$ cat src/rtl/incident_sequencer.sv
// Incident lifecycle sequencer: confirm -> dispatch -> on-scene dwell -> clear -> cooldown.
// Timing is in one_hz_enable ticks, except confirmation, which counts clock edges.
//
// Ports:
//   clk, reset                     system clock, synchronous active-high reset
//   one_hz_enable                  single-cycle tick strobe
//   is_collision                   collision detector output
//   ambulance_move_dir             ambulance heading, latched on dispatch
//   ambulance_dest_x/_y            ambulance destination
//   ambulance_leftx/_width         live ambulance horizontal extent
//   ambulance_topy/_height         live ambulance vertical extent
//   fsm_state                      IDLE=0 ALERT=1 DISPATCH=2 ON_SCENE=3 CLEAR=4 COOLDOWN=5
//   amb_visible, incident_active   state decodes (registered)
//   siren_on                       flashing siren
//   clear_scene                    one-cycle pulse on entry to CLEAR
//   timeout_flag                   last arrival was forced by timeout
//   incident_count                 confirmed incidents, saturating at 255
module incident_sequencer #(
  parameter int unsigned CONFIRM_CYCLES = 4,
  parameter int unsigned DWELL_SECS     = 3,
  parameter int unsigned TIMEOUT_SECS   = 10,
  parameter int unsigned COOLDOWN_SECS  = 2,
  parameter int unsigned CSPEED         = 8,
  parameter logic [1:0]  MOVE_LEFT      = 2'd0,
  parameter logic [1:0]  MOVE_RIGHT     = 2'd1,
  parameter logic [1:0]  MOVE_UP        = 2'd2,
  parameter logic [1:0]  MOVE_DOWN      = 2'd3
) (
  input  logic        clk,
  input  logic        reset,
  input  logic        one_hz_enable,
  input  logic        is_collision,
  input  logic [1:0]  ambulance_move_dir,
  input  logic [10:0] ambulance_dest_x,
  input  logic [9:0]  ambulance_dest_y,
  input  logic [10:0] ambulance_leftx,
  input  logic [10:0] ambulance_width,
  input  logic [9:0]  ambulance_topy,
  input  logic [9:0]  ambulance_height,
  output logic [2:0]  fsm_state,
  output logic        amb_visible,
  output logic        incident_active,
  output logic        siren_on,
  output logic        clear_scene,
  output logic        timeout_flag,
  output logic [7:0]  incident_count
);

  typedef enum logic [2:0] {
    StIdle     = 3'd0,
    StAlert    = 3'd1,
    StDispatch = 3'd2,
    StOnScene  = 3'd3,
    StClear    = 3'd4,
    StCooldown = 3'd5
  } state_e;

  state_e      state_q, state_d;
  logic [3:0]  sec_cnt_q, sec_cnt_d;
  logic [3:0]  conf_cnt_q, conf_cnt_d;
  logic [1:0]  dir_q, dir_d;
  logic [7:0]  count_q, count_d;
  logic        siren_q, siren_d;
  logic        clear_q, clear_d;
  logic        timeout_q, timeout_d;
  logic        visible_q, visible_d;
  logic        active_q, active_d;
  logic        dispatch_entry;
  logic        arrived;

  // 12-bit zero-extended operands so sums and differences never wrap.
  logic [11:0] leftx_w, width_w, dest_x_w, topy_w, height_w, dest_y_w, cspeed_w;
  assign leftx_w  = {1'b0, ambulance_leftx};
  assign width_w  = {1'b0, ambulance_width};
  assign dest_x_w = {1'b0, ambulance_dest_x};
  assign topy_w   = {2'b0, ambulance_topy};
  assign height_w = {2'b0, ambulance_height};
  assign dest_y_w = {2'b0, ambulance_dest_y};
  assign cspeed_w = 12'(CSPEED);

  // Arrival within one step of the destination; a destination closer than the ambulance
  // size on the trailing side counts as already reached.
  always_comb begin
    arrived = 1'b0;
    case (dir_q)
      MOVE_LEFT:  arrived = leftx_w <= dest_x_w + cspeed_w;
      MOVE_RIGHT: arrived = (dest_x_w < width_w) || (leftx_w + cspeed_w >= dest_x_w - width_w);
      MOVE_UP:    arrived = topy_w <= dest_y_w + cspeed_w;
      MOVE_DOWN:  arrived = (dest_y_w < height_w) || (topy_w + cspeed_w >= dest_y_w - height_w);
      default:    arrived = 1'b0;
    endcase
  end

  always_comb begin
    state_d        = state_q;
    sec_cnt_d      = sec_cnt_q;
    conf_cnt_d     = conf_cnt_q;
    dir_d          = dir_q;
    count_d        = count_q;
    siren_d        = siren_q;
    clear_d        = 1'b0;
    timeout_d      = timeout_q;
    dispatch_entry = 1'b0;

    unique case (state_q)
      StIdle: begin
        if (is_collision) begin
          if (CONFIRM_CYCLES == 1) begin
            dispatch_entry = 1'b1;
          end else begin
            state_d    = StAlert;
            conf_cnt_d = 4'd1;
          end
        end
      end
      StAlert: begin
        if (!is_collision) begin
          state_d    = StIdle;
          conf_cnt_d = 4'd0;
        end else if (4'(conf_cnt_q + 4'd1) == 4'(CONFIRM_CYCLES)) begin
          dispatch_entry = 1'b1;
        end else begin
          conf_cnt_d = conf_cnt_q + 4'd1;
        end
      end
      StDispatch: begin
        if (!is_collision) begin
          state_d = StCooldown;
          siren_d = 1'b0;
        end else begin
          if (one_hz_enable) begin
            siren_d   = ~siren_q;
            sec_cnt_d = sec_cnt_q + 4'd1;
          end
          // Arrival beats a coincident timeout, leaving timeout_flag clear.
          if (arrived) begin
            state_d = StOnScene;
          end else if (one_hz_enable && sec_cnt_q == 4'(TIMEOUT_SECS - 1)) begin
            state_d   = StOnScene;
            timeout_d = 1'b1;
          end
        end
      end
      StOnScene: begin
        if (!is_collision) begin
          state_d = StCooldown;
          siren_d = 1'b0;
        end else if (one_hz_enable) begin
          if (sec_cnt_q == 4'(DWELL_SECS - 1)) begin
            state_d = StClear;
            clear_d = 1'b1;
            siren_d = 1'b0;
          end else begin
            sec_cnt_d = sec_cnt_q + 4'd1;
            siren_d   = ~siren_q;
          end
        end
      end
      StClear: begin
        if (!is_collision) state_d = StCooldown;
      end
      StCooldown: begin
        if (one_hz_enable) begin
          if (sec_cnt_q == 4'(COOLDOWN_SECS - 1)) state_d = StIdle;
          else sec_cnt_d = sec_cnt_q + 4'd1;
        end
      end
      default: state_d = StIdle;
    endcase

    if (dispatch_entry) begin
      state_d    = StDispatch;
      conf_cnt_d = 4'd0;
      dir_d      = ambulance_move_dir;
      count_d    = (count_q == 8'hFF) ? count_q : count_q + 8'd1;
      siren_d    = 1'b1;
      timeout_d  = 1'b0;
    end

    if (state_d != state_q) sec_cnt_d = 4'd0;

    visible_d = (state_d == StDispatch) || (state_d == StOnScene);
    active_d  = visible_d || (state_d == StClear);
  end

  always_ff @(posedge clk) begin
    if (reset) begin
      state_q    <= StIdle;
      sec_cnt_q  <= 4'd0;
      conf_cnt_q <= 4'd0;
      dir_q      <= 2'd0;
      count_q    <= 8'd0;
      siren_q    <= 1'b0;
      clear_q    <= 1'b0;
      timeout_q  <= 1'b0;
      visible_q  <= 1'b0;
      active_q   <= 1'b0;
    end else begin
      state_q    <= state_d;
      sec_cnt_q  <= sec_cnt_d;
      conf_cnt_q <= conf_cnt_d;
      dir_q      <= dir_d;
      count_q    <= count_d;
      siren_q    <= siren_d;
      clear_q    <= clear_d;
      timeout_q  <= timeout_d;
      visible_q  <= visible_d;
      active_q   <= active_d;
    end
  end

  assign fsm_state       = state_q;
  assign amb_visible     = visible_q;
  assign incident_active = active_q;
  assign siren_on        = siren_q;
  assign clear_scene     = clear_q;
  assign timeout_flag    = timeout_q;
  assign incident_count  = count_q;

endmodule

$ cat config.mk
export PLATFORM = sky130hd
export DESIGN_NAME = incident_sequencer
export DESIGN_NICKNAME = d
export VERILOG_FILES = /design/src/rtl/incident_sequencer.sv
export SDC_FILE = /design/constraint.sdc
export NUM_CORES = 1
export LEC_CHECK = 0
export ABC_AREA = 1
export BUFFER_PORTS_ARGS = -buffer_cell sky130_fd_sc_hd__buf_2
export CORE_MARGIN = 5
export CORE_UTILIZATION = 30
export CTS_BUF_LIST = sky130_fd_sc_hd__clkbuf_8 sky130_fd_sc_hd__clkbuf_16
export CTS_CLUSTER_DIAMETER = 120
export DETAILED_ROUTE_END_ITERATION = 16
export PLACE_DENSITY = 0.51
export SYNTH_ARGS = -nofsm -noshare
export SYNTH_HDL_FRONTEND = slang
export SYNTH_SLANG_ARGS = --single-unit
$ cat constraint.sdc
create_clock -name clk -period 4.28 [get_ports clk]
set_input_delay 0 -clock clk [delete_from_list [all_inputs] [get_ports clk]]
set_output_delay 0 -clock clk [all_outputs]
set_load 0.03 [all_outputs]
Word-level counts from Yosys, hierarchy flattened
Index checks and enable logic that the tools add are counted.
{"block": "totals", "regBits": 26, "latch_bits": 0, "mem_bits_rw": 0, "romBits": 0, "elab_cells": 114, "mem_count": 0}
{"block": "op_classes", "addsub": 9, "mul": 0, "div": 0, "magnitude_cmp": 6, "n_eq_ne": 28, "shift": 0, "muxes": 37, "bitwise": 6, "n_reduce_logical": 18}
{"operator": "$mux W4", "count": 10}
{"operator": "$mux W3", "count": 12}
{"operator": "$add A11 B4 Y12 const B", "count": 2}
{"operator": "$add A10 B4 Y11 const B", "count": 2}
{"operator": "$pmux W3 S6", "count": 1}
{"operator": "$ne A2 B2 Y1 const B", "count": 8}
{"operator": "$eq A3 B2 Y1 const B", "count": 4}
{"operator": "$ge A11 B12 Y1", "count": 1}
{"operator": "$ge A12 B12 Y1", "count": 1}
{"operator": "$le A11 B12 Y1", "count": 1}
{"operator": "$pmux W4 S3", "count": 1}
{"operator": "$sub A11 B11 Y12", "count": 1}
{"operator": "$le A10 B11 Y1", "count": 1}
{"operator": "$lt A11 B11 Y1", "count": 1}
{"operator": "$sub A10 B10 Y11", "count": 1}
{"operator": "$lt A10 B10 Y1", "count": 1}
{"operator": "$mux W1", "count": 10}
{"operator": "$eq A3 B3 Y1 const B", "count": 3}
{"operator": "$add A4 B1 Y4 const B", "count": 2}
{"operator": "$add A8 B1 Y8 const B", "count": 1}
{"operator": "$eq A8 B8 Y1 const B", "count": 1}
{"operator": "$ne A4 B4 Y1 const B", "count": 2}
{"operator": "$pmux W4 S2", "count": 1}
{"operator": "$reduce_and A8 Y1", "count": 1}
{"operator": "other kinds (23)", "count": 35}

Longest topological paths before layout
{"block": "depth", "word_depth": 11, "ltp_mapped": 32, "depth_no_buf": 32}

Least setup slack after synthesis
OpenSTA, ideal clock, no wires.
{"block": "synth_path", "path_kind": "input-to-reg", "from": "in ambulance_width[2]", "to": "reg sec_cnt_q[1]", "setup_ns": 0.120, "t_arrival_ns": 2.944, "required_ns": 4.160, "slack_ns": 1.216, "path_stages": 31, "n_path_buf": 0, "cell_sequence": "inv_1 > ha_1 > a21oi_1 > nand2_1 > a21oi_1 > o21bai_1 > nand2_1 > nand2_1 > a21oi_1 > nor2_1 > o21ai_0 > nand2_1 > nand2_1 > inv_1 > o21ai_0 > nand2_1 > ha_1 > nand2_1 > nor2_1 > nor3b_1 > nand2_1 > nor2_1 > nand4_1 > nand3_1 > nand3_1 > nand2_1 > nand2_1 > nand2_1 > nand2_1 > nand2_2 > nor3_1"}
{"block": "synth_between", "elab_chain_cells": 10}
{"item": "from (decl)", "line_no": "37", "source": "input logic [10:0] ambulance_width,"}
{"item": "$sub A11 B11 Y12", "line_no": "87", "source": "MOVE_RIGHT: arrived = (dest_x_w < width_w) || (leftx_w + cspeed_w >= dest_x_w - width_w);"}
{"item": "$ge A12 B12 Y1", "line_no": "87"}
{"item": "$logic_or A1 B1 Y1 *", "line_no": "87"}
{"item": "$pmux W1 S4 *", "line_no": "85", "source": "case (dir_q)"}
{"item": "$mux W3 *", "line_no": "136", "source": "if (arrived) begin"}
{"item": "$mux W3 *", "line_no": "127", "source": "if (!is_collision) begin"}
{"item": "$pmux W3 S6 *", "line_no": "105", "source": "unique case (state_q)"}
{"item": "$mux W3 *", "line_no": "171", "source": "if (dispatch_entry) begin"}
{"item": "$ne A3 B3 Y1 *", "line_no": "180", "source": "if (state_d != state_q) sec_cnt_d = 4'd0;"}
{"item": "$reduce_or A2 Y1 (no source line) *"}
{"item": "to (signal assigned)", "line_no": "200", "source": "sec_cnt_q <= sec_cnt_d;"}
{"item": "to (decl)", "line_no": "59", "source": "logic [3:0] sec_cnt_q, sec_cnt_d;"}
Mark *: on every way between the ends. The rest lies on a longest branch, timed or not.
A chain may end at the register's enable or synchronous reset.

Worst setup path in the final report
{"block": "layout_path", "from": "in ambulance_dest_x[2]", "to": "reg sec_cnt_q[2]"}
{"block": "layout_between", "elab_chain_cells": 10}
{"item": "from (decl)", "line_no": "34", "source": "input logic [10:0] ambulance_dest_x,"}
{"item": "$sub A11 B11 Y12", "line_no": "87"}
{"item": "$ge A12 B12 Y1", "line_no": "87"}
{"item": "$logic_or A1 B1 Y1", "line_no": "87"}
{"item": "$pmux W1 S4 *", "line_no": "85"}
{"item": "$mux W3 *", "line_no": "136"}
{"item": "$mux W3 *", "line_no": "127"}
{"item": "$pmux W3 S6 *", "line_no": "105"}
{"item": "$mux W3 *", "line_no": "171"}
{"item": "$ne A3 B3 Y1 *", "line_no": "180"}
{"item": "$reduce_or A2 Y1 (no source line) *"}
Marks and branches as above.

==> impl_metrics.yaml <==
worst_setup_path:
  crit_path_frequent_cell: "nand2_1"
  crit_path_max_incr_delay_ns: 0.34
  start_kind: "primary input"
  crit_slowest_cell: "ha_1"
  path_max_fanout: 4
  timing_worst_setup_path_type: "in2reg"
  critPathArrivalTime_ns: 3.52
  end_kind: "register"
  cp.required_ns: 4.47
global_route:
  antenna_found_initial: 0
  grt_overflow: 0
  grt_pass1_wl_um: 16400
  grt_pass1_vias: 3774
  grt_use_total_pct: 12.9
  grt_max_degree: 16
yosys:
  synth_largest_area_cell: "ha_1"
  synth-seq-cells: 26
  syn-cell-area_mm2: 0.00389
  synthesis.nets: 723
  synth_top_area_share_pct: 23.5
  postSynthAreaPerCell_um2: 6.72
  syn_inst: 579
  yosys-top-cells-area: "ha_1 (23%), dfxtp_1 (13%), nand2_1 (10%)"
  yosys_warnings: 0
  synth-async-reset-ratio_pct: 0
  synth_seq_area_share_pct: 13.4
  synth-edff-count: 0
  synth_flop_cell: "dfxtp_1"
  synth.distinct_cells: 41
clock_network:
  cts_tree: "done"
  clk_latency_ns: 0.27
  clockBufferDepth: 2
  cts.sinks: 26
  post_cts_buffers: 0
  hold_buffers: 0
  cts_resized: 0
  cts_buffers: 3
  root_buffer: "clkbuf_16"
  cts.clk_slew.worst_paths_ns: 0.07
  htree_levels: 1
sta:
  setup_violations: 0
  fin_skew_ns: 0.00516
  slew_viol_final: 0
  max-slew-margin-rel_pct: 78.1
  min_period_ns: 3.33
  rsz0062_at_grt: "no"
  tightest_slew_ns: 0.328
  final-hold-violation-count: 0
  fmax_mhz: 300
  timing.final.crit_share_pct: 77.8
  tns_ns: 0
placement:
  dp.cells: 834
  portBuffers: 84
  dp_hpwl_um: 8550
  routabilityCongestion: 0.807
finish:
  fin_util_pct: 36.5
  nFillCells: 1400
  fin_nets: 811
  area_growth_pct: 18.9
  layout-drive-gt1-share_pct: 17.0
  layout_common_cells: "nand2_1 (105), inv_1 (104), buf_2 (84)"
  layout_commonest_cell: "nand2_1"
  antennaDiodeCount: 0
  instances_no_fill: 838
power_and_ir_drop:
  max-vdd-ir-drop_v: 0.000195
  leakage_nw: 2.45
  p_per_area_mw_per_mm2: 201
  design_power_total_mw: 0.930
outcome:
  outcome: "finished, final reports clean"
routing:
  drt_iter0_markers: 115
  avgViaCountPerCell: 4.60
  wl_per_cell_um: 11.7
  first_pass_iters: 4
  wirelength_um: 9800
  drc: 0
  postRouteAntennaNets: 0
  vias: 3857
floorplanning:
  fp.coreArea_mm2: 0.0127
  die_w_um: 124
  die_height_um: 124
  dieArea_mm2: 0.0153
  io_pins: 85
  num_rows: 41
  initial_core_util_pct: 30.7
flow_run:
  drv_cap: 0
worst_hold_path:
  hold_class: "in2reg"
## sequential cells by signal (all words and copies together), names as in the netlist, 2 cells and up
signal,count
dir_q,2
sec_cnt_q,4
fsm_state,3
conf_cnt_q,4
incident_count,8
## cell usage after synthesis, drive strengths merged (4+ instances only)
master,instances
ha,73
nand3b,5
xor2,28
a21oi,48
xnor2,14
a21o,4
o21ai,25
nor3,10
a31oi,5
nand2,107
dfxtp,26
nor2,52
inv,111
nand3,31
nand4,18
## critical path, delay by kind of cell
kind | cells | cell delay (ns)
adder cells (fa/ha/maj) | 2 | 0.63
AND/OR/NAND/NOR | 20 | 1.71
AO/OA/AOI/OAI | 7 | 1.01
buffers and inverters | 2 | 0.14
## path summary, 6_finish.rpt
check | start | endpoint | slack (ns) | cells after the start
setup / recovery | ambulance_dest_x[2] | sec_cnt_q[2] | 0.95 | 31
hold / removal | ambulance_move_dir[0] | dir_q[0] | 0.03 | 3
setup reg to reg | conf_cnt_q[0] | incident_count[7] | 2.04 | 12
hold reg to reg | timeout_flag | timeout_flag | 0.48 | 2
## layer usage
layer / wire length (µm) / share of wire, % / GRT usage (%)
met4: 113 / 1.2 / 2.74
met2: 4280 / 44 / 21.2
met5: 0 / 0 / 0
met3: 548 / 5.6 / 1.82
met1: 4870 / 50 / 17.9
## layout make-up
type                            instances  area, µm²  share of cell area [%]
Inverter                              111        419                    9.06
Clock buffer                            3       75.1                    1.62
Sequential cell                        26        520                    11.2
Timing Repair Buffer                   84        420                    9.08
Clock inverter                          1       30.0                   0.649
Multi-Input combinational cell        441       2950                    63.7
Tap cell                              172        215                    4.65
## kinds of logic (layout without fill, tap and decap cells)
group,after synthesis,in the layout,share of synthesized area [%]
XOR/XNOR,42,42,9.45
buffers and inverters,112,199,10.9
AND/OR/NAND/NOR,229,229,27.9
flip-flops,26,26,13.4
adder cells (fa/ha/maj),75,75,24.5
AO/OA/AOI/OAI,95,95,13.9
## per-stage QoR
stage | hold slack, ns | setup WS, ns | instance area (µm²)
after floorplan | 0.149 | 1.22 | 3890
after global placement | 0.312 | 0.785 | 4520
after detailed placement | 0.299 | 0.640 | 4520
after CTS | 0.0240 | 0.910 | 4630
after global routing | 0.0399 | 0.484 | 4630
final | 0.0266 | 0.951 | 4630
## where the power goes
part / switching, mW / internal [mW]
Clock: 0.0933 / 0.186
Combinational: 0.233 / 0.172
Sequential: 0.00168 / 0.243
(Power assumes the default switching activity.)
